`src/rtl/microcode_pkg.sv`:
```
// Stage-2 control-word fields consumed by the memory return stage, plus the
// access-width type and helpers shared by the load/MMIO return path.
package microcode;

   typedef enum logic [1:0] {
      MW_BYTE = 2'd0,
      MW_HALF = 2'd1,
      MW_WORD = 2'd2
   } mem_width_e;

   typedef struct packed {
      logic mcs2_mem_re;
      logic mcs2_mem_we;
      logic mcs2_enable_byte1;
      logic mcs2_enable_upper_half;
      logic mcs2_load_unsigned;
   } microcode_t;

   localparam int unsigned WIDTH = $bits(microcode_t);

   function automatic mem_width_e access_width(input logic en_byte1, input logic en_upper);
      if (!en_byte1) return MW_BYTE;
      if (!en_upper) return MW_HALF;
      return MW_WORD;
   endfunction

   // Inverse of the byte rotation applied on the way into the RAMs.
   function automatic logic [31:0] unrotate(input logic [31:0] d, input logic [1:0] align);
      logic [31:0] r;
      case (align)
         2'b01:   r = {d[7:0], d[31:8]};
         2'b10:   r = {d[15:0], d[31:16]};
         2'b11:   r = {d[23:0], d[31:24]};
         default: r = d;
      endcase
      return r;
   endfunction

endpackage

```
`src/rtl/mmu_decode_load_extend.sv`:
```
// Zero/sign extension of a right-justified load value to 32 bits.
module load_extend
   import microcode::*;
(
   input  logic [31:0] data_i,
   input  mem_width_e  width_i,
   input  logic        is_unsigned_i,
   output logic [31:0] data_o
);

   always_comb begin
      data_o = data_i;
      case (width_i)
         MW_BYTE: data_o = {{24{~is_unsigned_i & data_i[7]}}, data_i[7:0]};
         MW_HALF: data_o = {{16{~is_unsigned_i & data_i[15]}}, data_i[15:0]};
         default: data_o = data_i;
      endcase
   end

endmodule

```
`src/rtl/mmu_decode.sv`:
```
// Load-return and MMIO-access stage: un-rotates and extends RAM load data, and
// runs MMIO accesses over a valid/ready channel, stalling the pipe meanwhile.
module mmu_decode
   import microcode::*;
#(
   parameter int unsigned MMIO_ADDR_START_BIT = 31,
   parameter int unsigned MMIO_TIMEOUT_CYCLES = 256
) (
   input  logic                   clk,
   input  logic                   rst_n,
   input  logic [WIDTH-1:0]       microcode_s2,
   input  logic [31:0]            addr,
   input  logic [31:0]            data_in,
   input  logic [31:0]            physical_data_out,
   output logic                   mmio_req_valid,
   input  logic                   mmio_req_ready,
   output logic                   mmio_req_we,
   output logic [31:0]            mmio_addr,
   output logic [31:0]            mmio_wdata,
   input  logic                   mmio_resp_valid,
   input  logic [31:0]            mmio_resp_data,
   output logic                   stall,
   output logic [31:0]            data_out,
   output logic                   data_valid,
   output logic                   fault
);

   localparam int unsigned CntW = (MMIO_TIMEOUT_CYCLES > 2) ? $clog2(MMIO_TIMEOUT_CYCLES) : 1;
   localparam logic [CntW-1:0] CntLast = CntW'(MMIO_TIMEOUT_CYCLES - 1);

   typedef enum logic [1:0] {StIdle, StReq, StWait, StDone} mmio_state_e;

   microcode_t mc;
   logic       load, store, is_mmio, mmio_start, ram_fire;
   mem_width_e acc_width;

   assign mc        = microcode_t'(microcode_s2);
   assign load      = mc.mcs2_mem_re;
   assign store     = mc.mcs2_mem_we;
   assign is_mmio   = addr[MMIO_ADDR_START_BIT];
   assign acc_width = access_width(mc.mcs2_enable_byte1, mc.mcs2_enable_upper_half);

   mmio_state_e     state_q, state_d;
   logic [CntW-1:0] cnt_q, cnt_d;
   logic [31:0]     maddr_q, maddr_d;
   logic [31:0]     wdata_q, wdata_d;
   logic [31:0]     rdata_q, rdata_d;
   logic            we_q, we_d;
   mem_width_e      mwidth_q, mwidth_d;
   logic            muns_q, muns_d;
   logic            fault_q, fault_d;

   logic            ram_pend_q, ram_pend_d;
   logic [1:0]      align_q, align_d;
   mem_width_e      rwidth_q, rwidth_d;
   logic            runs_q, runs_d;

   assign mmio_start = (state_q == StIdle) & (load | store) & is_mmio;
   // rst_n term keeps the combinational IDLE stall low while reset is held.
   assign stall      = rst_n & (mmio_start | (state_q == StReq) | (state_q == StWait));
   assign ram_fire   = load & ~is_mmio & ~stall;

   always_comb begin
      state_d  = state_q;
      cnt_d    = cnt_q;
      maddr_d  = maddr_q;
      wdata_d  = wdata_q;
      rdata_d  = rdata_q;
      we_d     = we_q;
      mwidth_d = mwidth_q;
      muns_d   = muns_q;
      fault_d  = fault_q;
      case (state_q)
         StIdle: begin
            if (mmio_start) begin
               state_d  = StReq;
               maddr_d  = addr;
               wdata_d  = data_in;
               we_d     = store;
               mwidth_d = acc_width;
               muns_d   = mc.mcs2_load_unsigned;
               fault_d  = 1'b0;
               rdata_d  = '0;
            end
         end
         StReq: begin
            if (mmio_req_ready) begin
               state_d = StWait;
               cnt_d   = '0;
            end
         end
         StWait: begin
            cnt_d = cnt_q + CntW'(1);
            // A response on the final wait cycle beats the timeout.
            if (mmio_resp_valid) begin
               state_d = StDone;
               rdata_d = mmio_resp_data;
            end else if (cnt_q == CntLast) begin
               state_d = StDone;
               rdata_d = '0;
               fault_d = 1'b1;
            end
         end
         default: begin
            state_d = StIdle;
            fault_d = 1'b0;
         end
      endcase
   end

   always_comb begin
      ram_pend_d = ram_fire;
      align_d    = align_q;
      rwidth_d   = rwidth_q;
      runs_d     = runs_q;
      if (ram_fire) begin
         align_d  = addr[1:0];
         rwidth_d = acc_width;
         runs_d   = mc.mcs2_load_unsigned;
      end
   end

   always_ff @(posedge clk or negedge rst_n) begin
      if (!rst_n) begin
         state_q    <= StIdle;
         cnt_q      <= '0;
         maddr_q    <= '0;
         wdata_q    <= '0;
         rdata_q    <= '0;
         we_q       <= 1'b0;
         mwidth_q   <= MW_BYTE;
         muns_q     <= 1'b0;
         fault_q    <= 1'b0;
         ram_pend_q <= 1'b0;
         align_q    <= '0;
         rwidth_q   <= MW_BYTE;
         runs_q     <= 1'b0;
      end else begin
         state_q    <= state_d;
         cnt_q      <= cnt_d;
         maddr_q    <= maddr_d;
         wdata_q    <= wdata_d;
         rdata_q    <= rdata_d;
         we_q       <= we_d;
         mwidth_q   <= mwidth_d;
         muns_q     <= muns_d;
         fault_q    <= fault_d;
         ram_pend_q <= ram_pend_d;
         align_q    <= align_d;
         rwidth_q   <= rwidth_d;
         runs_q     <= runs_d;
      end
   end

   logic        in_done, done_load;
   logic [31:0] ext_in, ext_out;
   mem_width_e  ext_width;
   logic        ext_uns;

   assign in_done   = (state_q == StDone);
   assign done_load = in_done & ~we_q;

   // DONE and a RAM return never overlap, so one extender serves both.
   always_comb begin
      ext_in    = unrotate(physical_data_out, align_q);
      ext_width = rwidth_q;
      ext_uns   = runs_q;
      if (in_done) begin
         ext_in    = rdata_q;
         ext_width = mwidth_q;
         ext_uns   = muns_q;
      end
   end

   load_extend u_load_extend (
      .data_i        (ext_in),
      .width_i       (ext_width),
      .is_unsigned_i (ext_uns),
      .data_o        (ext_out)
   );

   assign data_valid     = ram_pend_q | done_load;
   assign data_out       = data_valid ? ext_out : '0;
   assign fault          = in_done & fault_q;
   assign mmio_req_valid = (state_q == StReq);
   assign mmio_req_we    = we_q;
   assign mmio_addr      = maddr_q;
   assign mmio_wdata     = wdata_q;

endmodule
```
`config.mk`:
```
export PLATFORM = sky130hd
export DESIGN_NAME = mmu_decode
export DESIGN_NICKNAME = d
export VERILOG_FILES = /design/src/rtl/microcode_pkg.sv /design/src/rtl/mmu_decode_load_extend.sv /design/src/rtl/mmu_decode.sv
export SDC_FILE = /design/constraint.sdc
export NUM_CORES = 1
export LEC_CHECK = 0
export ABC_AREA = 1
export CAP_MARGIN = 20
export CORE_ASPECT_RATIO = 0.8
export CORE_MARGIN = 5
export CORE_UTILIZATION = 47
export CTS_BUF_LIST = sky130_fd_sc_hd__clkbuf_4
export DETAILED_ROUTE_END_ITERATION = 7
export GPL_TIMING_DRIVEN = 0
export PLACE_DENSITY_LB_ADDON = 0.2
export SYNTH_ARGS = -nofsm -noshare
export SYNTH_HDL_FRONTEND = slang
export SYNTH_HIERARCHICAL = 1
export SYNTH_SLANG_ARGS = --single-unit
export TNS_END_PERCENT = 1
```
`constraint.sdc`:
```
create_clock -name clk -period 6.15 [get_ports clk]
set_clock_uncertainty 0.05 [all_clocks]
set_input_delay 1.23 -clock clk [delete_from_list [all_inputs] [get_ports clk]]
set_output_delay 1.23 -clock clk [all_outputs]
set_load 0.01 [all_outputs]
```
Yosys cells after proc, flatten, opt, wreduce, memory -nomap -nowiden

Cells that the tools add are included.

Flip-flop bits (word level): 117

Multiplexer cells: 27
Bitwise gates (word level): 18
$add $sub $neg: 1
Reductions and logical operators: 9
Equality and inequality tests: 13

Operators with widths:

| operator              | number |
|---|---|
| $mux W32              | 5 |
| $pmux W32 S2          | 2 |
| $pmux W32 S3          | 1 |
| $mux W2               | 9 |
| $pmux W8 S2           | 1 |
| $and A1 B1 Y1         | 9 |
| $add A8 B1 Y8 const B | 1 |
| $eq A2 B2 Y1 const B  | 4 |
| $eq A8 B8 Y1 const B  | 1 |
| $mux W8               | 1 |
| $eq A2 B1 Y1 const B  | 3 |
| $mux W1               | 6 |
| $pmux W2 S3           | 1 |
| $reduce_and A3 Y1     | 2 |
| $not A1 Y1            | 5 |
| $logic_not A2 Y1      | 2 |
| $ne A2 B1 Y1 const B  | 2 |
| $ne A2 B2 Y1 const B  | 2 |
| $or A1 B1 Y1          | 4 |
| $reduce_and A2 Y1     | 2 |
| $reduce_and A4 Y1     | 1 |
| $reduce_bool A2 Y1    | 2 |
| $ne A3 B2 Y1 const B  | 1 |
| $pmux W1 S3           | 1 |

Depth between registers and ports, before layout

Word-level depth: 8
Depth in mapped cells: 15
Gate-level depth less buffers: 13

By module

Netlist, hierarchy kept.

Modules (own cells, without submodules):

| module      | cells each | area each (um2) | instances |
|---|---|---|---|
| mmu_decode  | 922        | 6568.8          | 1 |
| load_extend | 71         | 404.1           | 1 |

Worst setup path before layout

OpenSTA, ideal clock, no wires.

Kind: input port to output port
Start: input port physical_data_out[15]
End: output port data_out[20]
Arrival: 2.173 ns
Buffers on the path: 1
Required time: 4.870 ns
Path slack: 2.697 ns
Cell stages on the path: 11
Cells stage by stage: inv_1 o21ai_0 nor2_1 nor2_1 nand2_2 inv_2 nand2_4 buf_6 nand3_1 inv_1 nor2_1

Longest elaborated chain between the ends: 5
Elaborated cells between the ends (all ways): 6

Ends and longest elaborated chain:

| what            | RTL line                     | RTL |
|---|---|---|
| from (decl)     | mmu_decode.sv:14             | `input logic [31:0] physical_data_out,` |
| $pmux W32 S3    | microcode_pkg.sv:30          | `case (align)` |
| $mux W32        | mmu_decode.sv:168            | `if (in_done) begin` |
| net ext_in[15]  | mmu_decode.sv:156            | `logic [31:0] ext_in, ext_out;` |
| $and A1 B1 Y1   | mmu_decode_load_extend.sv:15 | `MW_HALF: data_o = {{16{~is_unsigned_i & data_i[15]}}, data_i[15:0]};` |
| $pmux W32 S2    | mmu_decode_load_extend.sv:13 | `case (width_i)` |
| net ext_out[20] | mmu_decode.sv:156            |  |
| $mux W32        | mmu_decode.sv:183            | `assign data_out = data_valid ? ext_out : '0;` |
| to (decl)       | mmu_decode.sv:23             | `output logic [31:0] data_out,` |

The timed path passes the listed nets, and every way through them passes these cells.

Worst setup path after layout

Start: input port physical_data_out[31]
End: output port data_out[11]

Longest elaborated chain between the ends: 5

Ends and longest elaborated chain:

| what            | RTL line                     | RTL |
|---|---|---|
| $pmux W32 S3    | microcode_pkg.sv:30          |  |
| $mux W32        | mmu_decode.sv:168            |  |
| net ext_in[7]   | mmu_decode.sv:156            |  |
| $and A1 B1 Y1   | mmu_decode_load_extend.sv:14 | `MW_BYTE: data_o = {{24{~is_unsigned_i & data_i[7]}}, data_i[7:0]};` |
| $pmux W32 S2    | mmu_decode_load_extend.sv:13 |  |
| net ext_out[11] | mmu_decode.sv:156            |  |
| $mux W32        | mmu_decode.sv:183            |  |

The timed path passes the listed nets, and every way through them passes these cells.

==> impl_metrics.py <==
metrics = {
    "floorplan": {
        "core_area_um2": 14400,
        "die-width_um": 146,
        "core.rowCount": 39,
        "initial_utilization_pct": 48.4,
        "die_area_um2": 17400,
        "ioPinCount": 238,
        "die_height_um": 119,
    },
    "clock_network": {
        "clkLatencyLatePin_ns": 0.56,
        "tritoncts": "done",
        "cts_sinks": 117,
        "holdBufCountCts": 0,
        "cts_repair_resize_count": 0,
        "clk_pin_slew_worst_paths_ns": 0.12,
        "ctsLongestPathBuffers": 2,
        "tritoncts_buffer_count": 17,
        "cts.repair_timing.setup_buffer_count": 0,
        "cts.htree.levels": 4,
        "clock_tree.root_cell": "clkbuf_4",
    },
    "timing": {
        "maxClockFrequency_mhz": 211,
        "grt_setup_unrepaired": "false",
        "setup_viol": 0,
        "final_worst_path_period_share_pct": 77.1,
        "slew_violations": 0,
        "hold_viol_final": 0,
        "max_slew.worst_pin.slew_ns": 0.545,
        "hold_ws_ns": 0.438,
        "max_transition_margin_pct": 63.5,
        "finalWorstPathRequiredPeriod_ns": 4.74,
    },
    "place": {
        "post-dp-hpwl_um": 17700,
        "globalplace.congestion": 0.989,
        "io_buffer_count": 237,
    },
    "route": {
        "first_pass_iters": 6,
        "routed_wl_um": 22700,
        "drc": 0,
        "post_drt_wl_per_cell_um": 15.7,
        "ant_nets": 0,
        "post_dr_vias_cell": 5.01,
        "drtIter0Drc": 514,
        "dr_total_vias": 7253,
    },
    "power_and_ir_drop": {
        "total_power_uw": 4620,
        "power_switching_share_pct": 44.4,
        "p_comb_share_pct": 58.2,
        "power.internal_uw": 2570,
        "power_switching_uw": 2050,
        "p_seq_share_pct": 28.0,
        "vdd.ir_drop.worst_v": 0.000262,
        "leakagePower_uw": 0.00492,
        "power-per-cell-area_nw_per_um2": 465,
        "clock_power_share_pct": 13.8,
    },
    "global_route": {
        "grt_pass1_vias": 7087,
        "grt_max_degree": 71,
        "first_pass_grt_wire_length_um": 36600,
        "grt_antenna_before_repair": 1,
        "global_route.overflow_total": 0,
        "groute.usage.overall_pct": 26.2,
    },
    "synthesis": {
        "synth.ff_latch_count": 117,
        "syn_nets": 1135,
        "synth_largest_type_area_fraction_pct": 42.0,
        "ys_top_cells_by_area": "dfrtp_1 (42%), nand2_1 (25%), nor2_1 (4.5%), o21ai_2 (4.0%), inv_1 (3.9%)",
        "post_synth.cell_area_avg_um2": 7.02,
        "ys_seq_area_share_pct": 42.0,
        "synthesis.instances": 993,
        "ys.warnings.count": 6,
        "synth_area_leader_cell": "dfrtp_1",
        "yosys.cell_types.count": 27,
        "syn-cell-area_um2": 6970,
    },
    "setup_path": {
        "critPathLaunchType": "primary input",
        "timing.critical_path.required_ns": 4.87,
        "setup.worst_path.class": "in -> out",
        "critical_path_capture_point_type": "output pin",
        "cp.arrival_ns": 3.46,
        "timing.critical_path.fanout_max": 10,
    },
    "cells_and_area": {
        "syn2layout_area_growth_pct": 42.4,
        "layout.nets": 1392,
        "final_layout_size_suffix_gt1_share_pct": 12.9,
        "final_core_util_pct": 69.0,
    },
    "status": {
        "outcome": "completed",
    },
    "worst_hold_path": {
        "hp-class": "reg -> reg",
    },
    "flow_run": {
        "max_cap_violations": 0,
    },
}
cell type report:
class	count	area (um^2)
Antenna cell	1	2.50
Buffer	58	404
Clock buffer	17	128
Clock inverter	15	194
Fill cell	1248	4470
Inverter	79	302
Multi-Input combinational cell	739	3340
Sequential cell	117	2930
Tap cell	184	230
Timing Repair Buffer	238	2400
power by group through the flow:
stage / sequential [uW] / clock, uW / combinational [uW]
2_1_floorplan: 1340 / 0 / 1510
3_3_place_gp: 1290 / 0 / 2640
3_5_place_dp: 1290 / 0 / 2690
4_1_cts: 1290 / 647 / 2690
5_1_grt: 1330 / 682 / 2970
6_report: 1290 / 637 / 2690
layout by cell type (no fill, tap or decap), drive strengths merged:
cell type	n
or2	2
o22ai	2
clkdlybuf4s50	236
nor2	88
clkinvlp	2
clkbuf	30
nand3b	2
ha	5
dfrtp	117
clkinv	4
diode	1
a21oi	18
inv	85
nand4	18
o21ai	59
bufinv	3
nand3	32
nand2	500
nor3	6
o211ai	7
buf	47
worst max-delay path, stage by stage:
cell             delay (ns)
clkdlybuf4s50_1        0.56
nand2_1                0.08
nand4_1                0.13
nand2_1                0.06
nand2_1                0.11
inv_1                  0.05
nor2_1                 0.11
nand2_2                0.14
buf_6                  0.18
nand2_1                0.06
inv_1                  0.04
nor2_1                 0.15
clkdlybuf4s50_1        0.56
path summary, 6_finish.rpt:
check,start,end,slack (ns),depth (start not counted)
max,physical_data_out[31],data_out[11],1.41,13
min,rwidth_q[1],rwidth_q[1],0.44,2
max reg2reg,state_q[0],rdata_q[8],4.21,7
min reg2reg,rwidth_q[1],rwidth_q[1],0.44,2
max in group asynchronous,rst_n,rdata_q[4],4.83,2
min in group asynchronous,rst_n,mmio_wdata[20],0.53,1
per-layer routing:
layer | part of all wire [%] | vias to the layer above | routed length, um | global-route usage, %
met1 | 43 | 3310 | 9680 | 34.5
met2 | 44 | 323 | 9920 | 39.5
met5 | 0 | - | 0 | 0
met3 | 11 | 46 | 2530 | 10.7
li1 | - | 3574 | - | -
met4 | 2.6 | 0 | 601 | 8.75
synth_stat cells (all sizes together):
cell type and count:
nand3 32, o22ai 2, o211ai 7, o21ai 59, ha 5, a21oi 18
nand2 500, dfrtp 117, or2 2, buf 45, inv 79, clkbuf 13
nor2 88, nor3 6, nand3b 2, nand4 18
through the flow:
step / instances / setup WS (ns) / TNS (ns) / instance area, um^2
2_1_floorplan: 993 / 2.70 / 0 / 6970
3_3_place_gp: 1414 / -2.54 / -96.25 / 9580
3_5_place_dp: 1415 / 1.42 / 0 / 9600
4_1_cts: 1447 / 1.42 / 0 / 9930
5_1_grt: 1448 / 1.23 / 0 / 9930
6_report: 1448 / 1.41 / 0 / 9930
cells by family (layout without fill, tap and decap cells):
| kind of cell | Yosys count | in the layout | share of synthesized area [%] |
|---|---|---|---|
| compound gates | 86 | 86 | 8.18 |
| fa+ha+maj | 5 | 5 | 0.897 |
| buf+inv | 137 | 407 | 10.1 |
| flops | 117 | 117 | 42.0 |
| other cells | 0 | 1 | 0 |
| simple gates | 648 | 648 | 38.8 |
sequential cells by signal, summed over array words and instances (netlist names):
register	count
mmio_addr	32
mmio_wdata	32
rdata_q	32
cnt_q	8
align_q	2
mwidth_q	2
rwidth_q	2
state_q	2
fault_q	1
mmio_req_we	1
muns_q	1
ram_pend_q	1
runs_q	1
No activity file was read; power rests on OpenSTA's default activity.
